===== src/rtl/alu_pkg.sv =====
// Shared RV32I ALU encodings and the request record used by the arbiter and its arithmetic unit.
package alu_pkg;

  localparam int XLEN = 32;

  localparam logic [2:0] ADD_SUB = 3'b000;
  localparam logic [2:0] SLL     = 3'b001;
  localparam logic [2:0] SLT     = 3'b010;
  localparam logic [2:0] SLTU    = 3'b011;
  localparam logic [2:0] XOR     = 3'b100;
  localparam logic [2:0] SRL_SRA = 3'b101;
  localparam logic [2:0] OR      = 3'b110;
  localparam logic [2:0] AND     = 3'b111;

  localparam logic [6:0] BASE = 7'h00;
  localparam logic [6:0] ALT  = 7'h20;

  typedef struct packed {
    logic [XLEN-1:0] lhs;
    logic [XLEN-1:0] rhs;
    logic [2:0]      funct3;
    logic [6:0]      funct7;
  } alu_op_t;

endpackage


===== src/rtl/alu_arbiter_alu.sv =====
// Combinational RV32I integer ALU; unsupported funct3/funct7 pairs yield zero and code_valid_o=0.
module alu_arbiter_alu
  import alu_pkg::*;
#(
  parameter int DATA_WIDTH = 32
) (
  input  logic [DATA_WIDTH-1:0] lhs_i,
  input  logic [DATA_WIDTH-1:0] rhs_i,
  input  logic [2:0]            funct3_i,
  input  logic [6:0]            funct7_i,
  output logic [DATA_WIDTH-1:0] result_o,
  output logic                  code_valid_o
);

  logic [4:0]            shamt;
  logic [DATA_WIDTH-1:0] res;
  logic                  code_ok;

  assign shamt = rhs_i[4:0];

  always_comb begin
    res     = '0;
    code_ok = (funct7_i == BASE);
    case (funct3_i)
      ADD_SUB: begin
        if (funct7_i == ALT) begin
          res     = lhs_i - rhs_i;
          code_ok = 1'b1;
        end else begin
          res = lhs_i + rhs_i;
        end
      end
      SLL:  res = lhs_i << shamt;
      SLT:  res = {{(DATA_WIDTH-1){1'b0}}, ($signed(lhs_i) < $signed(rhs_i))};
      SLTU: res = {{(DATA_WIDTH-1){1'b0}}, (lhs_i < rhs_i)};
      XOR:  res = lhs_i ^ rhs_i;
      SRL_SRA: begin
        if (funct7_i == ALT) begin
          res     = $signed(lhs_i) >>> shamt;
          code_ok = 1'b1;
        end else begin
          res = lhs_i >> shamt;
        end
      end
      OR:      res = lhs_i | rhs_i;
      default: res = lhs_i & rhs_i;
    endcase
    // Illegal codes still produce a response, but with a zero payload.
    if (!code_ok) res = '0;
  end

  assign result_o     = res;
  assign code_valid_o = code_ok;

endmodule


===== src/rtl/alu_arbiter.sv =====
// Round-robin arbiter sharing one ALU among NUM_REQ requesters, with a single-entry response register.
module alu_arbiter
  import alu_pkg::*;
#(
  parameter int DATA_WIDTH = 32,
  parameter int NUM_REQ    = 2,
  localparam int ID_W      = $clog2(NUM_REQ)
) (
  input  logic                          clk,
  input  logic                          rst_n,
  input  logic [NUM_REQ-1:0]            req_valid,
  output logic [NUM_REQ-1:0]            req_ready,
  input  logic [NUM_REQ*DATA_WIDTH-1:0] req_lhs,
  input  logic [NUM_REQ*DATA_WIDTH-1:0] req_rhs,
  input  logic [NUM_REQ*3-1:0]          req_funct3,
  input  logic [NUM_REQ*7-1:0]          req_funct7,
  output logic                          rsp_valid,
  input  logic                          rsp_ready,
  output logic [DATA_WIDTH-1:0]         rsp_result,
  output logic [ID_W-1:0]               rsp_id,
  output logic                          rsp_illegal
);

  // Handshake: a beat moves on a rising edge when valid && ready on that
  // channel; ready never depends on payload, and a held response keeps
  // rsp_* stable while rsp_ready is low.

  logic [ID_W-1:0]       rr_ptr_q, rr_ptr_d;
  logic                  rsp_valid_q, rsp_valid_d;
  logic [DATA_WIDTH-1:0] rsp_result_q, rsp_result_d;
  logic [ID_W-1:0]       rsp_id_q, rsp_id_d;
  logic                  rsp_illegal_q, rsp_illegal_d;

  logic                  can_accept, grant_found, xfer;
  logic [ID_W-1:0]       winner;
  int                    idx;
  logic [DATA_WIDTH-1:0] win_lhs, win_rhs, alu_result;
  logic [2:0]            win_funct3;
  logic [6:0]            win_funct7;
  logic                  alu_code_valid;

  assign can_accept = !rsp_valid_q || rsp_ready;

  always_comb begin
    grant_found = 1'b0;
    winner      = '0;
    idx         = 0;
    for (int k = 0; k < NUM_REQ; k++) begin
      idx = int'(rr_ptr_q) + k;
      if (idx >= NUM_REQ) idx = idx - NUM_REQ;
      if (!grant_found && req_valid[idx]) begin
        grant_found = 1'b1;
        winner      = ID_W'(idx);
      end
    end
  end

  always_comb begin
    req_ready = '0;
    if (grant_found && can_accept) req_ready[winner] = 1'b1;
  end

  assign xfer = grant_found && can_accept;

  assign win_lhs    = req_lhs[winner*DATA_WIDTH +: DATA_WIDTH];
  assign win_rhs    = req_rhs[winner*DATA_WIDTH +: DATA_WIDTH];
  assign win_funct3 = req_funct3[winner*3 +: 3];
  assign win_funct7 = req_funct7[winner*7 +: 7];

  alu_arbiter_alu #(.DATA_WIDTH(DATA_WIDTH)) u_alu (
    .lhs_i        (win_lhs),
    .rhs_i        (win_rhs),
    .funct3_i     (win_funct3),
    .funct7_i     (win_funct7),
    .result_o     (alu_result),
    .code_valid_o (alu_code_valid)
  );

  always_comb begin
    rr_ptr_d      = rr_ptr_q;
    rsp_valid_d   = rsp_valid_q;
    rsp_result_d  = rsp_result_q;
    rsp_id_d      = rsp_id_q;
    rsp_illegal_d = rsp_illegal_q;
    if (xfer) begin
      rr_ptr_d      = (winner == ID_W'(NUM_REQ-1)) ? '0 : winner + 1'b1;
      rsp_valid_d   = 1'b1;
      rsp_result_d  = alu_result;
      rsp_id_d      = winner;
      rsp_illegal_d = !alu_code_valid;
    end else if (rsp_ready) begin
      rsp_valid_d = 1'b0;
    end
  end

  always_ff @(posedge clk or negedge rst_n) begin
    if (!rst_n) begin
      rr_ptr_q      <= '0;
      rsp_valid_q   <= 1'b0;
      rsp_result_q  <= '0;
      rsp_id_q      <= '0;
      rsp_illegal_q <= 1'b0;
    end else begin
      rr_ptr_q      <= rr_ptr_d;
      rsp_valid_q   <= rsp_valid_d;
      rsp_result_q  <= rsp_result_d;
      rsp_id_q      <= rsp_id_d;
      rsp_illegal_q <= rsp_illegal_d;
    end
  end

  assign rsp_valid   = rsp_valid_q;
  assign rsp_result  = rsp_result_q;
  assign rsp_id      = rsp_id_q;
  assign rsp_illegal = rsp_illegal_q;

endmodule


===== config.mk =====
export PLATFORM = sky130hd
export DESIGN_NAME = alu_arbiter
export DESIGN_NICKNAME = d
export VERILOG_FILES = /design/src/rtl/alu_pkg.sv /design/src/rtl/alu_arbiter_alu.sv /design/src/rtl/alu_arbiter.sv
export SDC_FILE = /design/constraint.sdc
export NUM_CORES = 1
export LEC_CHECK = 0
export CAP_MARGIN = 20
export CORE_MARGIN = 2
export CORE_UTILIZATION = 45
export DETAILED_ROUTE_END_ITERATION = 6
export PLACE_DENSITY = 0.71
export SETUP_SLACK_MARGIN = 0.5
export SLEW_MARGIN = 40
export SYNTH_ARGS = -nofsm -noshare
export SYNTH_HDL_FRONTEND = slang
export SYNTH_SLANG_ARGS = --single-unit

===== constraint.sdc =====
create_clock -name clk -period 4.9 [get_ports clk]
set_input_delay 0.735 -clock clk [delete_from_list [all_inputs] [get_ports clk]]
set_output_delay 0.735 -clock clk [all_outputs]
set_load 0.005 [all_outputs]

# Word-level counts from Yosys, hierarchy flattened
# Cells that the tools add are included.
[op_classes]
n_addsub = 6
multipliers = 2
order_cmp = 8
eq_ne = 7
shift = 7
mux = 24
n_bitwise = 3
reduce_logical = 11
[ops]
columns = ["op", "n"]
rows = [
  ["case mux 32 bit (7 select lines)", 1],
  ["two-way mux 32 bit", 5],
  ["indexed part select 64 x 7 -> 32 bit", 2],
  ["< comparator 32 x 3 -> 1 bit (second input constant)", 2],
  ["< comparator 32 bit", 2],
  ["adder 32 bit", 1],
  ["bitwise AND 32 bit", 1],
  ["bitwise OR 32 bit", 1],
  ["<< shifter 32 x 5 -> 32 bit", 1],
  [">> shifter 32 x 5 -> 32 bit", 1],
  [">>> shifter 32 x 5 -> 32 bit", 1],
  ["subtractor 32 bit", 1],
  ["XOR 32 bit", 1],
  ["two-way mux 1 bit", 16],
  ["indexed part select 14 x 5 -> 7 bit", 1],
  ["== test 3 bit (second input constant)", 3],
  ["== test 7 x 6 -> 1 bit (second input constant)", 1],
  ["zero test 7 bit", 1],
  ["== test 3 x 2 -> 1 bit (second input constant)", 2],
  ["indexed part select 6 x 4 -> 3 bit", 1],
  ["multiplier 1 x 3 -> 4 bit (second input constant)", 1],
  ["== test 3 x 1 -> 1 bit (second input constant)", 1],
  ["logical AND 1 bit", 3],
  ["zero test 1 bit", 3],
  ["other kinds (15)", 15],
]
[totals]
ff_bits = 36
input_bits = 153
output_inout_bits = 37
wordCells = 73

# Logic depth before layout (Yosys ltp)
[logic_depth]
word_depth = 15
mapped_depth = 23
ltp_nobuf = 17

# By module
# From an unflattened synthesis, not the netlist that was laid out.
[unflattened]
cells_unflattened = 1491
hier_area_um2 = 11637.4
[by_module_without_submodules]
columns = ["module", "instances", "cells_each", "area_per_inst_um2", "seq_area_each_um2"]
rows = [
  ["alu_arbiter_alu", 1, 1320, 8972.4, 0.0],
  ["alu_arbiter", 1, 171, 2665.1, 900.9],
]

# Worst setup path before layout
# No wires, ideal clock.
[synth_timing]
path_type = "in2reg"
startpoint = "input req_valid[0]"
endpoint = "register rsp_result_q[29] (netlist: rsp_result[29])"
setup_ps = 131
arrival_time_ps = 4892
required_time_ps = 4769
slack_ps = -123
path_stages = 21
path_cell_list = "nand2b_1 -> buf_6 -> nand2_4 -> buf_2 -> buf_4 -> buf_2 -> clkbuf_1 -> clkbuf_1 -> nand2_1 -> nand2_1 -> ha_1 -> clkbuf_1 -> or3_1 -> nor4_1 -> and2_1 -> a32oi_1 -> a211oi_1 -> o21ai_1 -> o221a_2 -> mux2i_1 -> or3_1"
[synth_via]
elab_chain_cells = 13
[synth_rtl]
columns = ["item", "line", "rtl"]
rows = [
  ["start, declared", "alu_arbiter.sv:11", "input logic [NUM_REQ-1:0] req_valid,"],
  ["two-way mux 1 bit (implied by the code) (3 in series)", "alu_arbiter.sv:51", "if (!grant_found && req_valid[idx]) begin"],
  ["two-way mux 1 bit", "alu_arbiter.sv:51", ""],
  ["zero test 1 bit", "alu_arbiter.sv:51", ""],
  ["logical AND 1 bit", "alu_arbiter.sv:51", ""],
  ["two-way mux 1 bit", "alu_arbiter.sv:51", ""],
  ["multiplier 1 x 3 -> 4 bit / multiplier 1 x 2 -> 3 bit (equally long branches)", "alu_arbiter.sv:68, alu_arbiter.sv:67", ""],
  ["indexed part select 14 x 5 -> 7 bit / indexed part select 6 x 4 -> 3 bit (equally long branches)", "alu_arbiter.sv:68, alu_arbiter.sv:67", ""],
  ["== test 7 x 6 -> 1 bit, or another cell as far along", "alu_arbiter_alu.sv:26, alu_arbiter_alu.sv:38", ""],
  ["two-way mux 32 bit, or another cell as far along", "alu_arbiter_alu.sv:38", "if (funct7_i == ALT) begin"],
  ["case mux 32 bit (7 select lines) / two-way mux 1 bit (equally long branches)", "-", ""],
  ["two-way mux 32 bit", "alu_arbiter_alu.sv:49", "if (!code_ok) res = '0;"],
  ["end signal, assigned", "alu_arbiter.sv:106", "rsp_result_q <= rsp_result_d;"],
  ["end, declared", "alu_arbiter.sv:30", "logic [DATA_WIDTH-1:0] rsp_result_q, rsp_result_d;"],
]
# Several ways; a longest one is shown, not always the timed one. The select of a mux whose other input is x is not followed.
# A chain may end at the register's enable or synchronous reset.

# Final worst setup path
[layout_timing]
startpoint = "input req_valid[1]"
endpoint = "register rsp_result_q[24] (netlist: rsp_result[24])"
# Same word-level chain as after synthesis.

==> results_dict.tcl <==
set metrics [dict create \
    max_freq_mhz 234.0 \
    max_slew_margin 0.3101 \
    first_pass_iters 7 \
    required_ns 5.08 \
    yosysMostFrequentCell "nand2_1" \
    worstPathArrival_ns 4.46 \
    cts-root-buf "clkbuf_16" \
    port_buffers 189 \
    end_kind "register" \
    tns_ns 0 \
    remaining_drc_errors 7 \
    grt_pass1_vias 14900 \
    fin_crit_sh 0.8722 \
    clk_pin_slew_worst_paths_ns 0.06 \
    intPower_uw 1623 \
    violations "design-rule violations" \
    clkSinkCount 36 \
    synth.distinct_cells 92 \
    gp_congestion 1.091 \
    syn-num-nets 2112 \
    die_w_um 171.6 \
    slowest_stage "fa_2" \
    cap_violations 0 \
    maxSlewViolCount 0 \
    layout_min_cycle_time_ns 4.274 \
    fin_area_mm2 0.01666 \
    grt_setup_unrepaired "false" \
    via_per_inst 6.652 \
    netlist_area_mm2 0.01264 \
    power_frac_comb 0.811 \
    hp-class "input pin to async pin" \
    worstSetupPathType "input pin to register" \
    leakage_uw 0.007272 \
    syn_area_per_cell_um2 6.857 \
    die-height_um 171.6 \
    outcome "finished with violations" \
    wirelength_um 64220 \
    clkPwrFrac 0.101 \
    n_antenna_cell 0 \
    antenna_left 0 \
    crit_top_cell "buf_6" \
    ctsHtreeMaxLevel 2 \
    worst_slew_pin_slew_ns 1.035 \
    coreArea_mm2 0.02771 \
    route.detailed.wl_per_inst_um 25.96 \
    syn_to_final_growth_pct 31.82 \
    total_power_uw 3474 \
    seqPwrFrac 0.088 \
    cts_buffers 5 \
    clock_latency_ns 0.30 \
    place_area_mm2 0.01601 \
    yosys-top-cells-count "274 x nand2_1, 138 x o21ai_0, 134 x mux2i_1, 131 x a21oi_1, 123 x nor2_1" \
    critPathLaunchType "input pin" \
    fin_nets 2364 \
    seq_area_frac_synth 0.07129 \
    hold_viol 0 \
    yosysTopAreaCell "ha_1" \
    initial_core_util 0.4561 \
    synth-seq-cells 36 \
    yosysWarningCount 0 \
    peakVddDrop_mv 0.1200 \
    setup_viol 0 \
    synthFlopType "dfrtp_1" \
    num_vias 16460 \
    grt_pass1_wl_um 93610 \
    synth.area.top_cells "ha_1 11%, mux2i_1 11%, nand2_1 8.1%, dfrtp_1 7.1%, o21ai_0 5.5%" \
    grt_usage 0.4237 \
    grt.overflow.total 0 \
    io_pins 190 \
    drt_iter0_drc 2305 \
    dpl.hpwl_um 51170 \
    drive_gt1_frac 0.1818 \
    power.density_mw_per_mm2 208.5 \
    core.rowCount 61 \
    die_area_mm2 0.02944 \
    async_reset_ff_frac 1.000 \
    slowest_delay_ns 0.39 \
    critPathMaxFanout 5 \
    grt_max_degree 65 \
    cts_tree "built" \
    synth_top_area_share 0.1129 \
    skew_ns 0.004032 \
    clockBufferDepth 2 \
    cp_cell_sequence "buf_2 > clkinv_1 > nor2_4 > buf_6 > mux2i_4 > inv_2 > fa_2 > a21o_1 > a221o_1 > o211a_1 > o31ai_2 > buf_4 > a211oi_4 > buf_6 > a31oi_4 > xnor2_2 > a211oi_2 > o21ai_1" \
    netlist_instances 1843 \
    synth_edf_count 0 \
    power.switching_uw 1850 \
    antenna_found_initial 1 \
    sw_frac_of_total 0.5327 \
]
==> sequential cells by signal (all words and copies together), names as in the netlist <==
name and flops:
rsp_result 32, rsp_illegal 1, rr_ptr_q 1, rsp_valid 1, rsp_id 1
==> power by group through the flow <==
stage                     Sequential (uW)  Combinational (uW)  Clock (uW)
after global routing                  307                2950         363
after global placement                311                2550           0
after detailed placement              311                2560           0
final                                 307                2820         351
after CTS                             306                2660         354
after floorplan                       311                1520           0
==> cell type report <==
class,instances,area (um^2)
clock buffer,8,146.4
fill,2602,11050
inverter,103,389.1
multi-input combinational,1553,11230
sequential,36,900.9
tap,378,473.0
timing repair buffer,396,3520
==> path summary, 6_finish.rpt <==
check                        startpoint              to  slack, ns  cells after the start
max                        req_valid[1]  rsp_result[24]       0.63                     18
min in group clk                 rsp_id          rsp_id       0.48                      1
max in group asynchronous         rst_n   rsp_result[6]       4.06                      1
min                               rst_n          rsp_id       0.43                      1
min reg2reg                      rsp_id          rsp_id       0.48                      1
max reg2reg                    rr_ptr_q  rsp_result[24]       0.87                     18
==> layout by cell type (no fill, tap or decap), types with 13 or more instances in the layout <==
| master | netlist | final |
|---|---|---|
| dfrtp_1 | 36 | 36 |
| nand2_1 | 274 | 269 |
| o211ai_1 | 37 | 37 |
| nand4_1 | 18 | 18 |
| ha_1 | 114 | 108 |
| and2_1 | 15 | 13 |
| a221oi_1 | 22 | 19 |
| buf_4 | 2 | 196 |
| a21oi_1 | 131 | 129 |
| mux2i_1 | 134 | 126 |
| a31oi_1 | 20 | 17 |
| a211oi_1 | 41 | 33 |
| nand3_1 | 47 | 47 |
| nor3_1 | 34 | 33 |
| inv_1 | 96 | 92 |
| o21ai_0 | 138 | 133 |
| clkdlybuf4s50_1 | 0 | 184 |
| nor2_1 | 123 | 121 |
| a21o_1 | 17 | 17 |
| nor2b_1 | 20 | 18 |
| o21bai_1 | 13 | 13 |
| mux2_2 | 49 | 47 |
| xnor2_1 | 19 | 18 |
==> timing repair <==
item	CTS	global route
endpoints found under the setup margin	18	22
resized for setup	49	35
pin swaps	19	16
hold buffers	0	0
buffers inserted	8	4
==> metrics by stage <==
stage / hold slack, ns / cells / setup slack, ns / utilization
floorplan: 0.4394 / 1843 / 0.3907 / -
global placement: 0.4632 / 2454 / -0.3187 / 0.5778
detailed placement: 0.4686 / 2454 / -0.3580 / 0.5779
CTS: 0.4446 / 2470 / 0.5011 / 0.5946
global route: 0.4716 / 2474 / 0.5343 / 0.6013
finish: 0.4337 / 2474 / 0.6264 / 0.6013
==> kinds of logic after synthesis <==
kind of cell,count (synthesis),synth area share
multiplexers,194,0.1688
buffers and inverters,254,0.08257
AO/OA/AOI/OAI,605,0.3217
adder cells (fa/ha/maj),116,0.1160
XOR/XNOR,27,0.01871
flip-flops,36,0.07129
AND/OR/NAND/NOR,611,0.2209
==> layer usage <==
layer	GRT usage	part of all wire	up-vias
li1	-	-	7291
met1	0.5801	0.41	7838
met2	0.6489	0.43	1135
met3	0.06995	0.11	192
met4	0.1942	0.056	0
met5	0	0	-
==> worst max-delay path, delay by kind of cell <==
| family | cells | cell delay (ns) |
|---|---|---|
| mux | 1 | 0.23 |
| simple gates | 1 | 0.30 |
| fa+ha+maj | 1 | 0.39 |
| buf+inv | 6 | 0.89 |
| compound gates | 8 | 1.80 |
| xor+xnor | 1 | 0.09 |
(Power assumes the default switching activity.)
